===== config.mk =====
export PLATFORM = sky130hd
export DESIGN_NAME = noc_output_port
export DESIGN_NICKNAME = d
export VERILOG_FILES = /design/src/rtl/noc_output_port_pkg.sv /design/src/rtl/noc_fc_ack_parser.sv /design/src/rtl/noc_output_port.sv
export SDC_FILE = /design/constraint.sdc
export NUM_CORES = 1
export LEC_CHECK = 0
export ABC_AREA = 1
export CAP_MARGIN = 20
export CORE_MARGIN = 3
export CORE_UTILIZATION = 53
export CTS_BUF_LIST = sky130_fd_sc_hd__clkbuf_8
export CTS_CLUSTER_DIAMETER = 30
export DETAILED_ROUTE_END_ITERATION = 8
export PLACE_DENSITY = 0.93
export SLEW_MARGIN = 10
export SYNTH_ARGS = -nofsm -noshare
export SYNTH_HDL_FRONTEND = slang
export SYNTH_SLANG_ARGS = --single-unit

===== constraint.sdc =====
create_clock -name clk -period 11 [get_ports clk]
set_input_delay 3.3 -clock clk [delete_from_list [all_inputs] [get_ports clk]]
set_output_delay 3.3 -clock clk [all_outputs]
set_load 0.01 [all_outputs]

===== src/rtl/noc_output_port_pkg.sv =====
// noc_output_port_pkg: CHDR field offsets, FC type code and FSM state types.
package noc_output_port_pkg;

  localparam int CHDR_TYPE_HI = 63;
  localparam int CHDR_TYPE_LO = 62;
  localparam int CHDR_SEQ_HI  = 59;
  localparam int CHDR_SEQ_LO  = 48;
  localparam int CHDR_LEN_HI  = 47;
  localparam int CHDR_LEN_LO  = 32;
  localparam int CHDR_SID_HI  = 31;
  localparam int CHDR_SID_LO  = 0;

  localparam logic [1:0] CHDR_TYPE_FC = 2'b01;

  typedef enum logic {DATA_HDR, DATA_BODY} data_state_e;
  typedef enum logic [1:0] {FC_HDR, FC_PAYLOAD, FC_DROP} fc_state_e;

  function automatic logic [63:0] chdr_set_seq(input logic [63:0] w, input logic [11:0] s);
    logic [63:0] r;
    r = w;
    r[CHDR_SEQ_HI:CHDR_SEQ_LO] = s;
    return r;
  endfunction

endpackage


===== src/rtl/noc_fc_ack_parser.sv =====
// noc_fc_ack_parser: consumes flow-control packets and latches the acked packet count.
module noc_fc_ack_parser
  import noc_output_port_pkg::*;
(
  input  logic        clk,
  input  logic        reset,
  input  logic        clear,
  input  logic [63:0] fc_tdata,
  input  logic        fc_tlast,
  input  logic        fc_tvalid,
  output logic        fc_tready,
  output logic [31:0] ack_cnt,
  output logic        ack_stb
);

  fc_state_e   state_q, state_d;
  logic [31:0] ack_q, ack_d;
  logic        unused_bits;

  assign unused_bits = ^fc_tdata[CHDR_SEQ_HI+2:CHDR_LEN_LO];
  assign ack_cnt     = ack_q;

  always_ff @(posedge clk or negedge reset)
    if (!reset) begin
      state_q <= FC_HDR;
      ack_q   <= '0;
    end else begin
      state_q <= state_d;
      ack_q   <= ack_d;
    end

  always_comb begin
    state_d = state_q;
    if (fc_tvalid)
      case (state_q)
        FC_HDR:  state_d = fc_tlast ? FC_HDR :
                           (fc_tdata[CHDR_TYPE_HI:CHDR_TYPE_LO] == CHDR_TYPE_FC) ? FC_PAYLOAD : FC_DROP;
        default: state_d = fc_tlast ? FC_HDR : FC_DROP;
      endcase
    if (clear) state_d = FC_HDR;
  end

  // The sink is never backpressured, so every valid word is consumed.
  always_comb begin
    fc_tready = 1'b1;
    ack_stb   = fc_tvalid && state_q == FC_PAYLOAD;
    ack_d     = clear ? '0 : ack_stb ? fc_tdata[CHDR_SID_HI:CHDR_SID_LO] : ack_q;
  end

endmodule


===== src/rtl/noc_output_port.sv =====
// noc_output_port: window-based flow control on CHDR packets toward the crossbar,
// restamping header sequence numbers and gating new packets on outstanding credit.
module noc_output_port
  import noc_output_port_pkg::*;
#(
  parameter logic [7:0] SR_FLOW_CTRL_WINDOW_SIZE = 8'd0,
  parameter logic [7:0] SR_FLOW_CTRL_WINDOW_EN   = 8'd1
)(
  input  logic        clk,
  input  logic        reset,
  input  logic        clear,
  input  logic        set_stb,
  input  logic [7:0]  set_addr,
  input  logic [31:0] set_data,
  input  logic [63:0] i_tdata,
  input  logic        i_tlast,
  input  logic        i_tvalid,
  output logic        i_tready,
  output logic [63:0] o_tdata,
  output logic        o_tlast,
  output logic        o_tvalid,
  input  logic        o_tready,
  input  logic [63:0] fc_tdata,
  input  logic        fc_tlast,
  input  logic        fc_tvalid,
  output logic        fc_tready,
  output logic        window_full
);

  data_state_e state_q, state_d;
  logic [31:0] sent_q, sent_d, window_q, window_d, ack_cnt, in_flight;
  logic [11:0] seq_q, seq_d;
  logic        en_q, en_d, credit_ok, pass, done, unused_ack_stb;

  noc_fc_ack_parser u_fc (
    .clk       (clk),
    .reset     (reset),
    .clear     (clear),
    .fc_tdata  (fc_tdata),
    .fc_tlast  (fc_tlast),
    .fc_tvalid (fc_tvalid),
    .fc_tready (fc_tready),
    .ack_cnt   (ack_cnt),
    .ack_stb   (unused_ack_stb)
  );

  // Modulo-2^32 difference keeps credit correct across counter wrap.
  assign in_flight   = sent_q - ack_cnt;
  assign credit_ok   = !en_q || in_flight < window_q;
  assign window_full = en_q && in_flight >= window_q;
  assign done        = i_tvalid && i_tready && i_tlast;

  always_ff @(posedge clk or negedge reset)
    if (!reset) begin
      state_q  <= DATA_HDR;
      sent_q   <= '0;
      seq_q    <= '0;
      window_q <= '0;
      en_q     <= 1'b0;
    end else begin
      state_q  <= state_d;
      sent_q   <= sent_d;
      seq_q    <= seq_d;
      window_q <= window_d;
      en_q     <= en_d;
    end

  always_comb begin
    state_d = clear ? DATA_HDR :
              (i_tvalid && i_tready) ? (i_tlast ? DATA_HDR : DATA_BODY) : state_q;
    sent_d   = clear ? '0 : sent_q + {31'd0, done};
    seq_d    = clear ? '0 : seq_q + {11'd0, done};
    window_d = (set_stb && set_addr == SR_FLOW_CTRL_WINDOW_SIZE) ? set_data : window_q;
    en_d     = (set_stb && set_addr == SR_FLOW_CTRL_WINDOW_EN) ? set_data[0] : en_q;
  end

  // Credit gates only headers; reset forces the handshake low immediately.
  always_comb begin
    pass     = reset && (state_q == DATA_BODY || credit_ok);
    o_tvalid = i_tvalid && pass;
    i_tready = o_tready && pass;
    o_tdata  = state_q == DATA_HDR ? chdr_set_seq(i_tdata, seq_q) : i_tdata;
    o_tlast  = i_tlast;
  end

endmodule


# After elaboration in Yosys (flattened, before gate mapping)
# Cells that the tools add are included.
# totals
ff_bits	112
in_bits	177
out_inout_bits	69
elab_cells	46
# classes
n_addsub	3
order_cmp	2
n_eq_ne	3
mux	14
reduce_logical	17
# ops
cell	n
$mux W32	3
$mux W60	1
$add A32 B1 Y32	1
$ge A32 B32 Y1	1
$lt A32 B32 Y1	1
$sub A32 B32 Y32	1
$add A12 B1 Y12	1
$mux W12	1
$mux W2	6
$logic_and A1 B1 Y1	9
$eq A8 B1 Y1 const B	1
$logic_not A8 Y1	1
$reduce_bool A2 Y1	3
$eq A2 B1 Y1 const B	2
$mux W1	3
$logic_not A2 Y1	1
$logic_or A1 B1 Y1	2
$logic_not A1 Y1	1

# Depth between registers and ports, before layout
# Gate-level depths: netlist of the first run.
# logic_depth
ltp_word	10
depth_mapped	39
depth_no_buf	39

# Cells and area by module
# A second synthesis of the first run with hierarchy kept.
# hier_totals
cells_unflattened	1073
area_unflattened_um2	8480.6
# by_module_without_submodules
module	n_inst	cells_per_inst	area_per_inst_um2	seq_area_each_um2
noc_output_port	1	904	6906.6	1951.9
noc_fc_ack_parser	1	169	1574.0	850.8

# Worst setup path after synthesis of the first run
# OpenSTA, ideal clock, no wires.
# synth_path
kind	input to output
startpoint	in i_tdata[48]
endpoint	out o_tdata[48]
arrival_time_ps	3575
required_ps	7700
path_slack_ps	4125
cell_stages	1
path_buffers	0
path_cell_list	mux2_2
# synth_via
elab_chain_len	1
# synth_rtl
item	line_no	source
start: declaration	noc_output_port.sv:15	input logic [63:0] i_tdata,
$mux W60	noc_output_port.sv:82	o_tdata = state_q == DATA_HDR ? chdr_set_seq(i_tdata, seq_q) : i_tdata;
end: declaration	noc_output_port.sv:19	output logic [63:0] o_tdata,
# Every way passes these cells.

# Worst setup path after layout of the first run
# layout_path
startpoint	in reset
endpoint	out i_tready
# layout_via
elab_chain_len	2
# layout_rtl
item	line_no	source
start: declaration	noc_output_port.sv:10	input logic reset,
$logic_and A1 B1 Y1	noc_output_port.sv:79	pass = reset && (state_q == DATA_BODY || credit_ok);
$logic_and A1 B1 Y1	noc_output_port.sv:81	i_tready = o_tready && pass;
end: declaration	noc_output_port.sv:18	output logic i_tready,
# Every way passes these cells.

==> impl_metrics.toml, run 1 <==
[yosys]
synth_top_family_by_area = "simple AND/OR/NAND/NOR gates"
synthesis.instances = 1026
synth-seq-area-share_pct = 34.2
synthSimpleGateAreaFrac_pct = 20.2
ys_ff_latch = 112
avgSynthCellArea_um2 = 7.98
synth-compound-area-share_pct = 11.8
synth_edf_count = 0
synth_xor_area_share_pct = 3.64
yosysWarnings = 0
yosys-top-cells-area = "dfrtp_1 (34%), ha_1 (10%), inv_1 (7.2%)"
ys_async_sr_fraction_pct = 100
synth.area.mux_share_pct = 6.10
synth_cell_types = 47
synth_top_area_cell = "dfrtp_1"
synth-adder-area-share_pct = 10.5
synthFlopType = "dfrtp_1"
synth_area_um2 = 8190
synth_fp_nets = 1271
synth_top_area_share_pct = 34.2

[clock_tree]
clock_latency_ns = 0.40
htree_levels = 3
cts.sinks = 112
cts_hold_buffers = 0
post-cts-setup-buffers = 0
cts.reportedPaths.clkPinSlew_ns = 0.10
cts_buffers = 9
tritoncts = "built"
cts-root-buf = "clkbuf_8"
cts_resized = 0
clock_tree.buffer_depth = 2

[setup_path]
crit_path_start_kind = "input port"
crit_arrival_ns = 4.67
rr_endpoint = "sent_q[26]"
cp-end-kind = "output port"
cp_max_fo = 58
worstSetupPathType = "in -> out"
required_ns = 7.70
cpPeakStageDelay_ns = 0.55
r2r_start = "sent_q[2]"
reg2reg_depth = 31
crit_slowest_cell = "clkdlybuf4s50_1"
path_cells = "buf_4 -> nand2_1 -> nor2_1 -> clkdlybuf4s50_1"
reg2reg_slack_ns = 5.48

[sta]
fmax_mhz = 125
fin_hold_ws_ns = 0.522
skew_ns = 0.0211
setup_viol = 0
slew-limit-headroom_pct = 41.8
timing.final.crit_period_ns = 7.97
fin_crit_sh_pct = 72.5
finalHoldViolations = 0
grt_setup_unrepaired = "no"
setup_ws_ns = 3.03
finalSetupTns_ns = 0
worstMarginPinSlew_ns = 0.871
slew_viol_final = 0

[min_path]
hold_class = "reg -> reg"
hold-path-endpoint = "window_q[5]"
min_path_cells = 1
hold_start = "window_q[5]"

[placed_design]
post_dp_cell_area_um2 = 9040
dp_slack_ns = 2.99
port_buffers = 110
dp_hpwl_mm = 14.3
place.gp.congestion = 0.966

[detailed_routing]
routedWlPerCell_um = 14.8
vias = 6901
routed_wl_mm = 18.7
drc_errors = 0
ant_nets = 0
drt_iter0_markers = 535
dr.pass1.iters = 5
vias_per_cell = 5.45

[grt]
overflow = 0
grt_util_all_layers_pct = 22.9
grt_max_degree = 59
grt_pass1_vias = 6916
antenna_found_initial = 0
grt_pass1_wl_mm = 31.4

[cells_and_area]
antenna_cells = 0
areaGrowthSynthToFinish_pct = 13.1
layout-drive-gt1-share_pct = 7.02
utilization_pct = 62.5
finalInstanceArea_um2 = 9260
fin_nets = 1322

[power]
powerDensity_nw_per_um2 = 95.7
pwr-share-clk_pct = 30.3
irDropWorstVdd_mv = 0.0935
p_leak_nw = 4.60
power_switching_w = 0.000255
switching_share_pct = 28.7
comb_power_share_pct = 21.7
p_int_w = 0.000632
seqPwrFrac_pct = 48.0

[floorplanning]
num_io_pins = 246
die_h_um = 130
row_count = 44
core_um2 = 14800
start_util_pct = 55.3
die-area_um2 = 17000
die_w_um = 130

[run]
maxCapViolations = 0

[status]
status = "completed"
state kept, by name, summed over array words and instances (netlist names):
name,flops
en_q,1
u_fc.state_q,2
state_q,1
sent_q,32
u_fc.ack_cnt,32
window_q,32
seq_q,12
worst max-delay path: cells and delay by family:
kind	cells	cell delay (ns)
simple gates	2	0.26
buf+inv	2	1.09
how the worst max path moves through the flow:
stage          depth (start not counted)           to   startpoint  slack (ns)
2_1_floorplan                          1  o_tdata[48]  i_tdata[48]        4.12
3_3_place_gp                           4     o_tvalid        reset        2.98
3_5_place_dp                           4     i_tready        reset        2.99
4_1_cts                                4     i_tready        reset        2.97
5_1_grt                               26     i_tready    sent_q[0]        2.75
6_report                               4     i_tready        reset        3.03
metrics by stage:
| step | std cells | power [W] |
|---|---|---|
| 4_1_cts | 1266 | 0.000891 |
| 3_5_place_dp | 1250 | 0.000624 |
| 3_3_place_gp | 1250 | 0.000617 |
| 6_report | 1266 | 0.000886 |
| 2_1_floorplan | 1026 | 0.000564 |
| 5_1_grt | 1266 | 0.000935 |
routing by layer:
layer	share of wire (%)	GRT usage, %	vias up	wire, µm
li1	-	-	3415	-
met1	44	29.5	3134	8240
met2	46	37.6	299	8660
met3	7.2	5.36	53	1350
met4	2.4	8.31	0	443
met5	0	0	-	0
power groups by stage:
stage          logic [W]  clock network [W]  registers [W]
2_1_floorplan   0.000134                  0       0.000430
3_3_place_gp    0.000184                  0       0.000433
3_5_place_dp    0.000191                  0       0.000433
4_1_cts         0.000193           0.000273       0.000425
5_1_grt         0.000218           0.000291       0.000427
6_report        0.000193           0.000268       0.000425
final cells by class:
type                       instances  area, µm²
timing repair buffer             113       1120
inverter                         160        601
fill                            1235       5550
multi-input combinational        681       4290
tap                              184        230
clock inverter                     5       62.6
clock buffer                      11        151
sequential                       112       2800
synth_stat cells (2+ instances only):
library cell,number
a21o_1,10
and3_1,2
clkbuf_1,15
inv_2,2
mux2_4,28
nor2_4,3
xnor2_1,10
buf_4,54
buf_6,3
o21ai_0,70
nor3_1,35
dfrtp_1,112
o21a_1,3
nor2_2,4
a21oi_1,77
nand2_1,140
nor4_1,4
nand2_2,2
inv_1,158
nand4_1,15
a31oi_1,4
nand3_1,56
xor2_1,24
o221ai_1,2
nor2_1,93
o21bai_1,5
a21boi_0,3
ha_1,67
mux2_2,7
cell families (layout without fill, tap and decap cells):
family	Yosys count	count (layout)
and+or+nand+nor	365	365
xor gates and xnor gates	34	34
adders and majority gates	68	68
buffers and inverters	233	289
AOI/OAI and AO/OA	178	178
muxes	35	35
other	1	1
DFF	112	112
layout by cell type (no fill, tap or decap), types with 2 or more instances in the layout:
master           synthesis  layout
mux2_2                   7       7
clkbuf_8                 0      11
o21ai_0                 70      70
a21oi_1                 77      77
o21bai_1                 5       5
inv_1                  158     159
clkdlybuf4s50_1          0     109
nor3_2                   1       2
inv_2                    2       2
nand2_1                140     140
nor3_1                  35      34
buf_4                   54       4
ha_1                    67      67
a21boi_0                 3       3
nor2_1                  93      93
o21a_1                   3       3
o221ai_1                 2       2
nand2_2                  2       2
nor2_2                   4       4
a21o_1                  10      10
nor2_4                   3       3
mux2_4                  28      28
xnor2_1                 10      10
a31oi_1                  4       4
and3_1                   2       2
nand4_1                 15      15
nand3_1                 56      56
xor2_1                  24      24
dfrtp_1                112     112
nor4_1                   4       4
(Power assumes the default switching activity.)
==> run 2: changes to the inputs <==
Settings changed: CORE_UTILIZATION 53 to 45, PLACE_DENSITY 0.93 to 0.84.
Clock period 11 ns to 6.8 ns, I/O delays scaled along.
==> impl_metrics.toml, run 2 (synthesis results as in run 1) <==
[detailed_routing]
vias_per_cell = 5.15
drt_iter0_markers = 464
vias = 6730
ant_nets = 0
drc_errors = 0
routed_wl_mm = 18.5
routedWlPerCell_um = 14.2
dr.pass1.iters = 5

[cells_and_area]
final_common_cell = "inv_1"
final-instance-count-excl-fill = 1308
final_cell_mix = "inv_1 (160), nand2_1 (140), dfrtp_1 (112)"
fin_nets = 1323
areaGrowthSynthToFinish_pct = 13.4
antenna_cells = 0
layout-drive-gt1-share_pct = 7.20

[sta]
grt_setup_unrepaired = "no"
finalSetupTns_ns = 0
worstMarginPinSlew_ns = 0.857
finalHoldViolations = 0
slew_viol_final = 0
fin_crit_sh_pct = 94.8
fmax_mhz = 155
skew_ns = 0.0169
setup_viol = 0
slew-limit-headroom_pct = 42.8
timing.final.crit_period_ns = 6.45

[placed_design]
dpl.cell_count = 1292
place.gp.congestion = 0.961
dp_hpwl_mm = 14.4
port_buffers = 110

[setup_path]
setup.worst_path.end = "i_tready"
reg2reg_slack_ns = 1.54
r2r_start = "sent_q[0]"
worstSetupPathType = "reg -> out"
rr_endpoint = "sent_q[29]"
cp-end-kind = "output port"
crit_path_start_kind = "flip-flop"
crit_arrival_ns = 4.41
reg2reg_depth = 35
cp_max_fo = 3
required_ns = 4.76
crit_path_start = "sent_q[0]"

[grt]
grt_util_all_layers_pct = 18.7
antenna_found_initial = 0
grt_pass1_wl_mm = 30.7
grt_max_degree = 62
grt_pass1_vias = 6492
overflow = 0

[floorplanning]
row_count = 48
die_w_um = 141
num_io_pins = 246
die-area_um2 = 19800
start_util_pct = 46.7
core_um2 = 17500
die_h_um = 141

[clock_tree]
cts-root-buf = "clkbuf_8"
cts_buffers = 9
cts_hold_buffers = 0
cts_resized = 0
cts.reportedPaths.clkPinSlew_ns = 0.11
post-cts-setup-buffers = 0
tritoncts = "built"
cts.sinks = 112
clock_latency_ns = 0.40
clock_tree.buffer_depth = 2
htree_levels = 3

[power]
p_leak_nw = 4.59
irDropWorstVdd_mv = 0.127
powerDensity_nw_per_um2 = 149

[min_path]
hold_class = "reg -> reg"

[status]
status = "completed"

[run]
maxCapViolations = 0
==> run 2: cell count changes in the layout (fill, tap and decap cells not counted) <==
cell	change
clkbuf_8	-2
a21oi_1	-2
a21boi_1	+1
a21oi_2	+2
a21boi_0	-1
inv_6	+2
bufinv_16	-1
inv_1	+1
buf_4	+1
==> run 2: layer usage <==
layer	vias up	global-route usage (%)	wire, µm
met5	-	0	0
met4	0	3.72	216
met3	23	4.58	1020
met2	177	30.4	8600
met1	3116	25.7	8680
li1	3414	-	-
==> run 2: worst max-delay path, cell delays in order (launching register included) <==
cell	delay [ns]
dfrtp_1	0.42
inv_1	0.09
ha_1	0.15
inv_1	0.06
fa_1	0.38
nand2_1	0.07
inv_1	0.05
nand2_1	0.05
nand2_1	0.09
nand3_1	0.08
nand2_1	0.12
a21oi_2	0.20
o21ai_2	0.11
nand3_1	0.08
nand2_1	0.07
xor2_1	0.16
ha_1	0.28
nand2_1	0.08
nor2_1	0.06
nand2_1	0.13
inv_1	0.06
a21oi_1	0.18
nand2_1	0.16
nand2_1	0.15
nand2_1	0.08
nor2_1	0.11
clkdlybuf4s50_1	0.54
==> run 2: stage by stage <==
step	setup slack, ns	power (W)	utilization [%]	instance area, µm²	hold WS, ns
4_1_cts	0.239	0.00140	52.9	9280	0.521
2_1_floorplan	1.82	0.000912	-	8190	0.459
6_report	0.353	0.00138	53.0	9290	0.517
5_1_grt	0.00830	0.00146	53.0	9290	0.533
3_5_place_dp	0.725	0.00101	51.9	9100	0.492
3_3_place_gp	0.810	0.00100	51.9	9100	0.493
==> run 2: area by class of cell <==
type,instances,area [µm²]
timing repair buffer,114,1130
multi-input combinational,681,4300
clock buffer,9,124
clock inverter,7,53.8
sequential,112,2800
inverter,160,601
tap,225,282
fill,1639,8250
==> run 2: worst min-delay path by stage <==
stage / startpoint / to / slack [ns] / depth (start not counted)
floorplan: window_q[0] / window_q[0] / 0.46 / 2
global placement: window_q[1] / window_q[1] / 0.49 / 1
detailed placement: window_q[13] / window_q[13] / 0.49 / 1
CTS: window_q[17] / window_q[17] / 0.52 / 1
global route: window_q[17] / window_q[17] / 0.53 / 1
finish: window_q[0] / window_q[0] / 0.52 / 2
==> run 2: report_power, final <==
part           internal (W)  switching (W)
Sequential         0.000678     0.00000987
Combinational      0.000150       0.000161
Clock              0.000138       0.000244
